### config.mk
export PLATFORM = sky130hd
export DESIGN_NAME = gate_op_scheduler
export DESIGN_NICKNAME = d
export VERILOG_FILES = /design/src/rtl/gate_sched_pkg.sv /design/src/rtl/gate_eval_unit.sv /design/src/rtl/gate_op_scheduler.sv
export SDC_FILE = /design/constraint.sdc
export NUM_CORES = 1
export LEC_CHECK = 0
export BUFFER_PORTS_ARGS = -buffer_cell sky130_fd_sc_hd__buf_2
export CAP_MARGIN = 20
export CORE_MARGIN = 1.5
export CORE_UTILIZATION = 45
export CTS_BUF_LIST = sky130_fd_sc_hd__clkbuf_8
export DETAILED_ROUTE_END_ITERATION = 7
export GPL_ROUTABILITY_DRIVEN = 0
export HOLD_SLACK_MARGIN = 0.02
export PLACE_DENSITY = 0.73
export SKIP_CTS_REPAIR_TIMING = 1
export SKIP_LAST_GASP = 1
export SYNTH_ARGS = -nofsm -noshare
export SYNTH_HDL_FRONTEND = slang
export SYNTH_HIERARCHICAL = 1
export SYNTH_SLANG_ARGS = --single-unit
### constraint.sdc
create_clock -name clk -period 3.4 [get_ports clk]
set_input_delay 0 -clock clk [delete_from_list [all_inputs] [get_ports clk]]
set_output_delay 0 -clock clk [all_outputs]
set_load 0.01 [all_outputs]
### src/rtl/gate_sched_pkg.sv
// Shared opcode and FSM state definitions for the gate operation scheduler.
package gate_sched_pkg;

    localparam logic [2:0] OP_AND  = 3'd0;
    localparam logic [2:0] OP_OR   = 3'd1;
    localparam logic [2:0] OP_NOT  = 3'd2;
    localparam logic [2:0] OP_NAND = 3'd3;
    localparam logic [2:0] OP_NOR  = 3'd4;
    localparam logic [2:0] OP_XOR  = 3'd5;
    localparam logic [2:0] OP_XNOR = 3'd6;
    localparam logic [2:0] OP_BUF  = 3'd7;

    typedef enum logic [1:0] {
        ST_IDLE = 2'd0,
        ST_EXEC = 2'd1,
        ST_RESP = 2'd2
    } state_t;

endpackage

### src/rtl/gate_eval_unit.sv
// Combinational bitwise gate evaluator; operand b is unused by NOT and BUF.
module gate_eval_unit
    import gate_sched_pkg::*;
#(
    parameter int WIDTH = 8
) (
    input  logic [2:0]       op,
    input  logic [WIDTH-1:0] a,
    input  logic [WIDTH-1:0] b,
    output logic [WIDTH-1:0] y
);

    always_comb begin
        y = a;
        case (op)
            OP_AND:  y = a & b;
            OP_OR:   y = a | b;
            OP_NOT:  y = ~a;
            OP_NAND: y = ~(a & b);
            OP_NOR:  y = ~(a | b);
            OP_XOR:  y = a ^ b;
            OP_XNOR: y = ~(a ^ b);
            OP_BUF:  y = a;
        endcase
    end

endmodule

### src/rtl/gate_op_scheduler.sv
// Round-robin scheduler sharing one gate evaluation unit among NUM_REQ requesters.
// Optional per-requester accept counters when GATE_SCHED_STATS_EN is defined.
module gate_op_scheduler
    import gate_sched_pkg::*;
#(
    parameter int NUM_REQ = 4,
    parameter int WIDTH   = 8,
    parameter int ID_W    = 2
) (
    input  logic                     clk,
    input  logic                     rst_n,
    input  logic [NUM_REQ-1:0]       req_valid,
    output logic [NUM_REQ-1:0]       req_ready,
    input  logic [NUM_REQ*3-1:0]     req_op,
    input  logic [NUM_REQ*WIDTH-1:0] req_a,
    input  logic [NUM_REQ*WIDTH-1:0] req_b,
    output logic                     rsp_valid,
    input  logic                     rsp_ready,
    output logic [WIDTH-1:0]         rsp_data,
    output logic [ID_W-1:0]          rsp_id,
    output logic                     busy
`ifdef GATE_SCHED_STATS_EN
    ,
    output logic [NUM_REQ*16-1:0]    grant_cnt
`endif
);

    state_t            state;
    logic [ID_W-1:0]   rr_ptr;
    logic [ID_W-1:0]   win;
    logic [ID_W-1:0]   idx;
    logic              any_vld;
    logic              accept;
    logic [2:0]        op_p0;
    logic [WIDTH-1:0]  a_p0;
    logic [WIDTH-1:0]  b_p0;
    logic [WIDTH-1:0]  gate_y;

    function automatic logic [ID_W-1:0] next_ptr(input logic [ID_W-1:0] id);
        return (int'(id) == NUM_REQ - 1) ? '0 : id + 1'b1;
    endfunction

    // First valid requester at or after rr_ptr, wrapping at NUM_REQ.
    always_comb begin
        any_vld = 1'b0;
        win     = rr_ptr;
        idx     = '0;
        for (int k = 0; k < NUM_REQ; k++) begin
            idx = ID_W'((int'(rr_ptr) + k) % NUM_REQ);
            if (!any_vld && req_valid[idx]) begin
                any_vld = 1'b1;
                win     = idx;
            end
        end
    end

    assign accept = rst_n && (state == ST_IDLE) && any_vld;

    always_comb begin
        req_ready = '0;
        if (accept) req_ready[win] = 1'b1;
    end

    // Stage p0: operands captured at accept, no reset needed on data.
    always_ff @(posedge clk) begin
        if (state == ST_IDLE && any_vld) begin
            op_p0 <= req_op[3*int'(win) +: 3];
            a_p0  <= req_a[WIDTH*int'(win) +: WIDTH];
            b_p0  <= req_b[WIDTH*int'(win) +: WIDTH];
        end
    end

    gate_eval_unit #(.WIDTH(WIDTH)) u_eval (
        .op (op_p0),
        .a  (a_p0),
        .b  (b_p0),
        .y  (gate_y)
    );

    // Stage p1: result registered in EXEC and held through RESP until handshake.
    always_ff @(posedge clk) begin
        if (!rst_n) begin
            state     <= ST_IDLE;
            rr_ptr    <= '0;
            rsp_valid <= 1'b0;
            busy      <= 1'b0;
            rsp_data  <= '0;
            rsp_id    <= '0;
        end else begin
            case (state)
                ST_IDLE: begin
                    if (any_vld) begin
                        state  <= ST_EXEC;
                        busy   <= 1'b1;
                        rsp_id <= win;
                    end
                end
                ST_EXEC: begin
                    state     <= ST_RESP;
                    rsp_valid <= 1'b1;
                    rsp_data  <= gate_y;
                end
                ST_RESP: begin
                    if (rsp_ready) begin
                        state     <= ST_IDLE;
                        rsp_valid <= 1'b0;
                        busy      <= 1'b0;
                        rr_ptr    <= next_ptr(rsp_id);
                    end
                end
                default: begin
                    state     <= ST_IDLE;
                    rsp_valid <= 1'b0;
                    busy      <= 1'b0;
                end
            endcase
        end
    end

`ifdef GATE_SCHED_STATS_EN
    function automatic logic [15:0] sat_inc16(input logic [15:0] v);
        return (v == 16'hFFFF) ? v : v + 16'd1;
    endfunction

    always_ff @(posedge clk) begin
        if (!rst_n) begin
            grant_cnt <= '0;
        end else if (state == ST_IDLE && any_vld) begin
            grant_cnt[16*int'(win) +: 16] <= sat_inc16(grant_cnt[16*int'(win) +: 16]);
        end
    end
`endif

endmodule

Word-level counts from Yosys, hierarchy flattened
Index checks and enable logic that the tools add are counted.
{ "totals": {"input_bits": 83, "output_inout_bits": 16, "register_bits": 35} }
{ "classes": {"mul": 1, "shift": 3, "n_addsub": 4, "n_lt_le_gt_ge": 6, "eq_ne": 12, "mux": 27, "reduce_logical": 17, "bitwise_logic": 9} }
{ "ops": {"columns": ["cell", "n"], "rows": [
  ["$pmux 8 s8", 1],
  ["$shiftx 32x6->8", 2],
  ["$not 8->8", 4],
  ["$lt 2x3->1 const B", 5],
  ["$eq 3x3->1 const B", 4],
  ["$mux 2", 6],
  ["$shiftx 12x5->3", 1],
  ["$mux 1", 11],
  ["$and 8x8->8", 1],
  ["$bmux 1 s2", 4],
  ["$or 8x8->8", 1],
  ["$reduce_and 2->1", 4],
  ["$xor 8x8->8", 1],
  ["$logic_and 1x1->1", 7],
  ["$eq 3x2->1 const B", 2],
  ["$pmux 1 s3", 2],
  ["$pmux 2 s3", 1],
  ["$add 2x1->2 const B", 2],
  ["$add 2x2->2 const B", 2],
  ["$eq 2x1->1 const B", 2],
  ["$mul 2x2->4 const A", 1],
  ["$mux 4", 1],
  ["$ne 2x2->1 const B", 2],
  ["$eq 3x1->1 const B", 1],
  ["other kinds (8)", 11]
]} }

Depth between registers and ports, before layout
{ "logic_depth": {"ltp_word": 17, "depth_mapped": 8} }

By module
The synthesis kept the hierarchy.
{ "modules_own_cells": {"columns": ["module", "area_per_inst_um2", "n_inst", "cells_per_inst", "seq_area_each_um2"], "rows": [
  ["gate_op_scheduler", 1853.0, 1, 136, 890.9],
  ["gate_eval_unit", 908.4, 1, 124, 0.0]
]} }

Worst setup path after synthesis
No wires, ideal clock.
{ "synth_timing": {"path_type": "register to register", "from": "reg rr_ptr[1]", "to": "reg a_p0[3] (data pin)", "path_slack_ns": 1.359, "path_buffers": 2, "stages_incl_launch_ff": 7, "setup_time_ns": 0.273, "t_arrival_ns": 1.768, "cell_sequence": "dfxtp_1 and3b_1 a2111oi_2 or2_1 buf_6 buf_12 mux4_1"} }
{ "synth_between": {"elab_chain_len": 13, "elab_cells_between_ends": 24} }
{ "synth_lines": {"columns": ["item", "line_no", "source"], "rows": [
  ["start, declared", "gate_op_scheduler.sv:29", "logic [ID_W-1:0] rr_ptr;"],
  ["start signal, assigned", "gate_op_scheduler.sv:108", "rr_ptr <= next_ptr(rsp_id);"],
  ["branches (longest 11 deep; another with $add 2x1->2)", null, null],
  ["$mux 2 (*)", "gate_op_scheduler.sv:50", "if (!any_vld && req_valid[idx]) begin"],
  ["$shiftx 32x6->8 (*)", "gate_op_scheduler.sv:68", "a_p0 <= req_a[WIDTH*int'(win) +: WIDTH];"],
  ["end signal, assigned", "gate_op_scheduler.sv:68", null],
  ["end, declared", "gate_op_scheduler.sv:35", "logic [WIDTH-1:0] a_p0;"]
]} }
Mark *: on every way between the ends. The select of a mux whose other input is x is not followed.
A chain may end at the register's enable or synchronous reset.

Worst setup path after layout
{ "layout_timing": {"from": "reg rr_ptr[1]", "to": "reg op_p0[0] (data pin)"} }
{ "layout_between": {"elab_chain_len": 14, "elab_cells_between_ends": 25} }
{ "layout_lines": {"columns": ["item", "line_no", "source"], "rows": [
  ["branches (longest 11 deep; another with $add 2x1->2)", null, null],
  ["$mux 2 (*)", "gate_op_scheduler.sv:50", null],
  ["$mul 2x2->4 (*)", "gate_op_scheduler.sv:67", "op_p0 <= req_op[3*int'(win) +: 3];"],
  ["$shiftx 12x5->3 (*)", "gate_op_scheduler.sv:67", null],
  ["end signal, assigned", "gate_op_scheduler.sv:67", null],
  ["end, declared", "gate_op_scheduler.sv:34", "logic [2:0] op_p0;"]
]} }
Marks and branches as above.

==> flow_metrics.py <==
metrics = {
    "synthesis": {
        "synth-seq-cells": 35,
        "synthTopCellsByArea": "edfxtp_1 21%, mux4_1 13%, dfxtp_1 12%",
        "yosysUniqueCellTypes": 48,
        "syn_area_per_cell_um2": 10.6,
        "synthXorXnorAreaFrac_pct": 0,
        "synthFlopType": "edfxtp_1",
        "synth-edff-count": 19,
        "synth_nets": 360,
        "yosysTopAreaCell": "edfxtp_1",
        "synth_fa_ha_area_share_pct": 7.70,
        "synth_cells": 260,
        "synth_top_family_by_area": "multiplexers",
        "netlist_area_um2": 2760,
        "synth_top_area_share_pct": 20.7,
        "ys_seq_area_share_pct": 32.3,
        "synthSimpleGateAreaFrac_pct": 12.4,
        "synthArstFlopShare_pct": 0,
        "synth_commonest_cells": "28 x inv_1, 22 x nand2_1, 19 x a21oi_1, 19 x edfxtp_1, 17 x ha_1",
        "yosys.cell_count.top_type": "inv_1",
        "muxShareOfSynthArea_pct": 26.2,
        "yosysWarnings": 6,
        "synth_compound_area_share_pct": 13.0,
    },
    "final_layout": {
        "areaGrowthSynthToFinish_pct": 20.8,
        "stdcell_count": 428,
        "nNetsFinal": 452,
        "finalInstanceArea_um2": 3340,
        "antenna_cells": 0,
        "drive_gt1_share_pct": 34.6,
    },
    "placed_design": {
        "placed_area_um2": 3250,
        "dp_cells": 419,
        "dpl_worst_slack_ns": 0.885,
        "post-dp-hpwl_um": 4590,
        "port_buffers": 98,
    },
    "critical_path": {
        "path_class": "reg -> reg",
        "cp.required_ns": 3.42,
        "crit_path_start": "rr_ptr[1]",
        "end_kind": "flip-flop",
        "cpMaxStageDelayCell": "mux4_1",
        "reg2reg_from": "rr_ptr[1]",
        "crit_fanout": 17,
        "critPathMaxStageDelay_ns": 0.59,
        "cp_cell_sequence": "and3b_1 > a2111oi_2 > or2_1 > buf_4 > mux4_1",
        "start_kind": "flip-flop",
        "worst_ep_arrival_time_ns": 2.50,
    },
    "timing": {
        "tightest_slew_ns": 0.840,
        "maxSlewHeadroom_pct": 44.0,
        "hold_violations": 0,
        "drv_slew": 0,
        "setup_slack_ns": 0.919,
        "rsz0062_at_grt": "no",
        "fin_crit_ns": 2.48,
        "skew_ns": 0.00548,
        "setup_viol": 0,
        "fin_crit_sh_pct": 73.0,
        "clock.fmax_mhz": 403,
        "tns_ns": 0,
    },
    "grt": {
        "grt_pass1_wl_um": 9150,
        "grt_pass1_vias": 2059,
        "gr-total-overflow": 0,
        "grt_antenna_before_repair": 0,
        "grt_start_max_net_pins": 29,
        "grt_use_total_pct": 18.4,
    },
    "hold_path": {
        "hp-class": "in -> reg",
        "holdCritStartpoint": "rsp_ready",
    },
    "cts": {
        "clock_sinks": 35,
        "cts_tree": "yes",
        "root_buffer": "clkbuf_8",
        "htree_levels": 2,
        "worstSkewPairLatency_ns": 0.29,
        "cts_made_buffers": 5,
        "clockBufferDepth": 2,
        "clk_pin_slew_ns": 0.07,
    },
    "floorplan": {
        "core_um2": 5920,
        "die_h_um": 81.3,
        "dieArea_um2": 6620,
        "num_rows": 28,
        "die_x_um": 81.3,
        "start_util_pct": 46.6,
        "num_io_pins": 99,
    },
    "power_and_ir_drop": {
        "power_density_nw_per_um2": 410,
        "vdd_ir_drop_max_mv": 0.209,
        "leakage_nw": 1.59,
    },
    "routing": {
        "ant_nets": 0,
        "wirelength_um": 5930,
        "dr.pass1.iters": 4,
        "drc_errors": 0,
        "drt_iter0_drc": 139,
        "post_drt_wl_per_cell_um": 13.8,
        "num_vias": 2305,
        "viasPerCell": 5.39,
    },
    "flow_run": {
        "max_cap_viol_count": 0,
    },
    "outcome": {
        "outcome": "completed",
    },
}
==> critical path, delay by kind of cell (launching register included) <==
kind / cells / cell delay, ns
DFF: 1 / 0.36
muxes: 1 / 0.59
and+or+nand+nor: 2 / 0.57
buffers and inverters: 1 / 0.35
AOI/OAI and AO/OA: 1 / 0.35
==> metal layers <==
metal | up-vias | track usage (%) | routed length (µm)
met2 | 73 | 33.3 | 3160
met3 | 7 | 3.48 | 323
met5 | - | 0 | 0
li1 | 1146 | - | -
met4 | 0 | 6.72 | 81
met1 | 1079 | 21.3 | 2360
==> report_power, final <==
part | internal (W) | switching [W] | total (W) | leakage (nW)
Combinational | 0.000259 | 0.000233 | 0.000492 | 1.22
Sequential | 0.000520 | 0.0000708 | 0.000591 | 0.319
Clock | 0.000138 | 0.000147 | 0.000285 | 0.0505
Total | 0.000916 | 0.000451 | 0.00137 | 1.59
==> sequential cells by signal (all words and copies together) (netlist names) <==
name	count
busy	1
rr_ptr	2
state	2
op_p0	3
rsp_id	2
rsp_data	8
a_p0	8
rsp_valid	1
b_p0	8
==> path summary, 6_finish.rpt <==
kind	to	slack, ns	cells past startpoint
setup / recovery	op_p0[0]	0.92	5
hold / removal	rsp_valid	0.05	3
setup reg to reg	op_p0[0]	0.92	5
hold reg to reg	rsp_data[2]	0.45	2
==> cell type report <==
cell class / instances / area, µm²
flip-flops and latches: 35 / 891
repair buffers: 102 / 523
clock inverters: 3 / 12.5
fillers: 537 / 2580
clock buffers: 5 / 68.8
well taps: 75 / 93.8
multi-input cells: 180 / 1640
inverters: 28 / 105
==> cell usage in the layout (no fill, tap or decap), drive strengths merged, types with 3 or more instances in the layout <==
cell    instances
buf           101
inv            30
nand2          22
mux4           21
a21oi          19
edfxtp         19
ha             17
dfxtp          16
mux2i          15
nor2           13
o21ai          11
nor3            7
nand2b          5
clkbuf          5
nor3b           4
mux2            4
and3b           3
nor2b           3
o22a            3
a21o            3
==> kinds of logic (layout without fill, tap and decap cells) <==
group | count (synthesis) | count (layout)
buffers and inverters | 45 | 138
AO/OA/AOI/OAI | 55 | 55
AND/OR/NAND/NOR | 68 | 68
flip-flops | 35 | 35
multiplexers | 40 | 40
adder cells (fa/ha/maj) | 17 | 17
==> stage by stage <==
stage	util, %	total power (W)	hold WS [ns]
finish	56.4	0.00137	0.0535
global route	56.4	0.00147	0.0404
CTS	56.2	0.00137	-0.0228
detailed placement	54.8	0.00109	0.289
global placement	54.8	0.00107	0.282
floorplan	-	0.000961	0.117
Power figures use the tool's default switching activity.
